`config.mk`:
```
export PLATFORM = sky130hd
export DESIGN_NAME = xor_parity_stream
export DESIGN_NICKNAME = d
export VERILOG_FILES = /design/src/rtl/xor_parity_stream.sv
export SDC_FILE = /design/constraint.sdc
export NUM_CORES = 1
export LEC_CHECK = 0
export ABC_AREA = 1
export CELL_PAD_IN_SITES_DETAIL_PLACEMENT = 2
export CELL_PAD_IN_SITES_GLOBAL_PLACEMENT = 2
export CORE_MARGIN = 4
export CORE_UTILIZATION = 32
export DETAILED_ROUTE_END_ITERATION = 6
export GPL_TIMING_DRIVEN = 0
export MAX_ROUTING_LAYER = met4
export PLACE_DENSITY_LB_ADDON = 0.1
export SLEW_MARGIN = 10
export SYNTH_ARGS = -nofsm -noshare
export SYNTH_HDL_FRONTEND = slang
export SYNTH_SLANG_ARGS = --single-unit
```
`constraint.sdc`:
```
create_clock -name clk -period 3.3 [get_ports clk]
set_clock_uncertainty 0.05 [all_clocks]
set_input_delay 0.66 -clock clk [delete_from_list [all_inputs] [get_ports clk]]
set_output_delay 0.66 -clock clk [all_outputs]
set_load 0.005 [all_outputs]
```
`src/rtl/xor_parity_stream.sv`:
```
// xor_parity_stream: reduces a valid/ready stream of WIDTH-bit beats to one
// parity bit per frame, with a saturating beat count and per-frame even/odd mode.
// Stage 1 registers the XOR reduction of each accepted beat. A three-state FSM
// folds those word parities into a frame accumulator and presents the result.
module xor_parity_stream #(
  parameter int WIDTH = 5,
  parameter int CNT_W = 8
) (
  input  logic             clk,
  input  logic             rst,
  input  logic             in_valid,
  output logic             in_ready,
  input  logic [WIDTH-1:0] in_data,
  input  logic             in_last,
  input  logic             in_mode,
  output logic             out_valid,
  input  logic             out_ready,
  output logic             out_parity,
  output logic [CNT_W-1:0] out_count,
  output logic             out_ovf
);

  typedef enum logic [1:0] {
    IDLE  = 2'd0,
    ACCUM = 2'd1,
    HOLD  = 2'd2
  } state_t;

  localparam logic [CNT_W-1:0] CNT_MAX = {CNT_W{1'b1}};
  localparam logic [CNT_W-1:0] CNT_ONE = CNT_W'(1);

  state_t           state;
  logic             s1_valid;
  logic             s1_par;
  logic             s1_last;
  logic             s1_mode;
  logic             acc;
  logic [CNT_W-1:0] cnt;
  logic             ovf;
  logic             accept;
  logic             consume;
  logic             acc_next;
  logic [CNT_W-1:0] cnt_next;
  logic             ovf_next;

  // Only a full stage-1 register blocked behind a presented result stalls input.
  assign in_ready = !(s1_valid && state == HOLD);
  assign accept   = in_valid && in_ready;
  assign consume  = s1_valid && state != HOLD;

  // Stage 1: register the word parity; a same-cycle accept refills the slot.
  always_ff @(posedge clk or posedge rst) begin
    if (rst) begin
      s1_valid <= 1'b0;
      s1_par   <= 1'b0;
      s1_last  <= 1'b0;
      s1_mode  <= 1'b0;
    end else if (accept) begin
      s1_valid <= 1'b1;
      s1_par   <= ^in_data;
      s1_last  <= in_last;
      s1_mode  <= in_mode;
    end else if (consume) begin
      s1_valid <= 1'b0;
    end
  end

  // Frame fold: the first beat seeds acc with the mode, later beats XOR in and count.
  always_comb begin
    acc_next = acc;
    cnt_next = cnt;
    ovf_next = ovf;
    if (state == IDLE) begin
      acc_next = s1_par ^ s1_mode;
      cnt_next = CNT_ONE;
      ovf_next = 1'b0;
    end else begin
      acc_next = acc ^ s1_par;
      if (cnt == CNT_MAX) begin
        ovf_next = 1'b1;
      end else begin
        cnt_next = cnt + CNT_ONE;
      end
    end
  end

  // Frame FSM with registered result outputs, loaded on the way into HOLD.
  always_ff @(posedge clk or posedge rst) begin
    if (rst) begin
      state      <= IDLE;
      acc        <= 1'b0;
      cnt        <= '0;
      ovf        <= 1'b0;
      out_valid  <= 1'b0;
      out_parity <= 1'b0;
      out_count  <= '0;
      out_ovf    <= 1'b0;
    end else begin
      case (state)
        IDLE, ACCUM: begin
          if (consume) begin
            acc <= acc_next;
            cnt <= cnt_next;
            ovf <= ovf_next;
            if (s1_last) begin
              state      <= HOLD;
              out_valid  <= 1'b1;
              out_parity <= acc_next;
              out_count  <= cnt_next;
              out_ovf    <= ovf_next;
            end else begin
              state <= ACCUM;
            end
          end
        end
        HOLD: begin
          // The buffered beat (if any) waits one more cycle, until IDLE.
          if (out_ready) begin
            out_valid <= 1'b0;
            state     <= IDLE;
          end
        end
        default: state <= IDLE;
      endcase
    end
  end

endmodule
```
==> reports/qor.txt <==
Cell Int Power - 654 uW
hold crit path type - reg -> reg
TritonCTS Buffers - 3
Final Non-Filler Cells - 262
Ports - 23
Starting Density - 34.1%
area delta synth->final - 23.3%
Antenna diodes - 0
Worst EP required - 2590 ps
Worst Path Arrival - 1490 ps
Leak - 0.887 nW
first-pass GRT wire length - 7100 um
outcome - finished clean
Clk pwr share - 18.2%
Most Used Layer, Global Route - met2
critical path startpoint category - register
Crit Path Class - reg -> out
htree depth - 1
Hold WS - 445 ps
Clock transition at path regs - 100 ps
CP endpoint - in_ready
drt total wl - 4010 um
Remaining Overflow, GRT - 0
# fillers - 487
most frequent cells in the layout - 75 x nand2_1, 27 x nand3_1, 27 x dfrtp_1, 22 x clkdlybuf4s50_1, 14 x inv_1
sequential power share - 42.7%
chip width - 74.5 um
CP Max Fanout - 4
final net count - 225
post-CTS setup repair buffer count - 0
M3 GR Usage - 2.30%
max frequency - 0.454 GHz
crit path capture type - primary output
combinational power share - 39.1%
Hold Violations, Final - 0
Synth Area per Inst - 7.61 um2
final design utilization - 42.1%
Max Root-Sink Buffers - 2
Worst-Skew Late Latency - 280 ps
NetSw - 438 uW
I/O Buffers - 22
Setup TNS Final - 0 ps
peak supply drop - 344 uV
pwr/cell area - 626 nW/um2
Max Cap Violations - 0
RSZ-0062 raised after global routing - no
commonest non-fill, non-tap cell in the layout - nand2_1
via count - 1,310
wire per inst - 15.3 um
cell area after synthesis - 1420 um2
pin count of the biggest net entering global routing - 28
placed cell count - 258
die area - 5550 um2
min cycle time layout - 2200 ps
syn nets - 198
CTS tree - yes
Iter 0 DRT Violations - 44
Netlist cell types - 20
Worst R2R End - cnt[0]
FF+latch count, synth - 27
met2 Use GR - 27.7%
DRC - 0
hold_buf cts - 0
CTS Root Cell - clkbuf_8
Core Region - 4140 um2
Pins Over Slew Limit - 0
crit share post-route - 66.8%
post-synthesis sequential area ratio - 47.7%
worst flop-to-flop path startpoint - cnt[1]
GR Util met1 - 22.2%
Gate Count Post-Synth - 186
Slew @ Worst Pin - 1070 ps
headroom to the max-slew limit - 28.8%
routability cong. - 0.838
Final setup violation count - 0
CTS sink count - 27
initial antenna violation count - 0
R2R cell count - 8
vias in the first global route - 1,426
Pre-Repair DR Iteration Count - 3
Via density - 5.00
sw frac - 40.1%
flop-to-flop setup slack - 1780 ps
fraction of final layout cells sized beyond drive strength 1 - 10.8%
Resize count post-CTS - 0
Total GRT Usage - 17.1%
final antenna-violating net count - 0
DIE HEIGHT - 74.5 um
Synth Warn # - 0
Worst Setup SP - state[1]
DP HPWL - 3050 um
PnR Total Power - 1.09 mW
# rows - 23
[cell type report]
class	instances	area, um2	area share, %
well taps	50	62.6	3.59
repair buffers	22	220	12.6
inverters	21	78.8	4.52
flip-flops and latches	27	676	38.7
multi-input cells	135	639	36.7
clock inverters	1	5.00	0.287
clock buffers	3	41.3	2.37
plain buffers	3	21.3	1.22
[power by group through the flow]
stage                     combinational (mW)  sequential [mW]  clock [mW]
after detailed placement               0.425            0.475           0
final                                  0.427            0.466       0.199
after global routing                   0.486            0.478       0.217
after floorplan                        0.255            0.461           0
after CTS                              0.434            0.467       0.204
after global placement                 0.405            0.463           0
[stage by stage]
| step | instance area, um2 | setup WS (ps) |
|---|---|---|
| floorplan | 1420 | 1970 |
| global placement | 1700 | 1290 |
| detailed placement | 1700 | 1250 |
| CTS | 1740 | 1070 |
| global route | 1740 | 983 |
| finish | 1740 | 1100 |
[flip-flops by register name (all words and copies together), names as in the netlist]
signal	flops
s1_valid	1
s1_par	1
out_parity	1
out_count	8
acc	1
ovf	1
out_valid	1
cnt	8
out_ovf	1
s1_mode	1
s1_last	1
state	2
[synthesized netlist by cell type]
| master | instances | area, um2 |
|---|---|---|
| nor2_1 | 6 | 22.5 |
| nand2_2 | 1 | 6.26 |
| a21oi_2 | 1 | 8.76 |
| nand2_4 | 2 | 22.5 |
| buf_2 | 2 | 10.0 |
| nor2_4 | 2 | 22.5 |
| nand3_1 | 27 | 135 |
| buf_6 | 1 | 11.3 |
| nor2_8 | 1 | 20.0 |
| nand3b_1 | 2 | 15.0 |
| xnor2_1 | 1 | 8.76 |
| o21ai_1 | 11 | 55.1 |
| nor2_2 | 2 | 12.5 |
| inv_1 | 14 | 52.6 |
| inv_2 | 7 | 26.3 |
| dfrtp_1 | 27 | 676 |
| ha_1 | 1 | 12.5 |
| nand2_1 | 75 | 282 |
| o21ai_0 | 2 | 10.0 |
| nand4_1 | 1 | 6.26 |
[how the worst min path moves through the flow]
| stage | from | end | slack [ps] | cells past startpoint |
|---|---|---|---|---|
| 2_1_floorplan | s1_mode | s1_mode | 400 | 2 |
| 3_3_place_gp | out_count[4] | out_count[4] | 410 | 2 |
| 3_5_place_dp | out_count[4] | out_count[4] | 430 | 2 |
| 4_1_cts | out_count[7] | out_count[7] | 450 | 2 |
| 5_1_grt | out_count[7] | out_count[7] | 480 | 2 |
| 6_report | out_count[7] | out_count[7] | 450 | 2 |
[per-layer routing]
layer,vias to the layer above,part of all wire [%],routed length [um]
li1,641,-,-
met1,640,45,1820
met2,20,51,2030
met3,9,2.1,84
met4,0,1.9,77
met5,-,0,0
[critical path: stages, from the launching register on]
cell	delay, ps
dfrtp_1	430
inv_2	130
nor2_2	50
nand2_1	90
clkdlybuf4s50_1	510
[cells by family (layout without fill, tap and decap cells)]
kind of cell | Yosys count | after routing | share of synthesized area, %
simple gates | 119 | 119 | 38.5
flops | 27 | 27 | 47.7
buf+inv | 24 | 50 | 7.07
fa+ha+maj | 1 | 1 | 0.884
xor+xnor | 1 | 1 | 0.619
compound gates | 14 | 14 | 5.22
No activity file was read; power rests on OpenSTA's default activity.
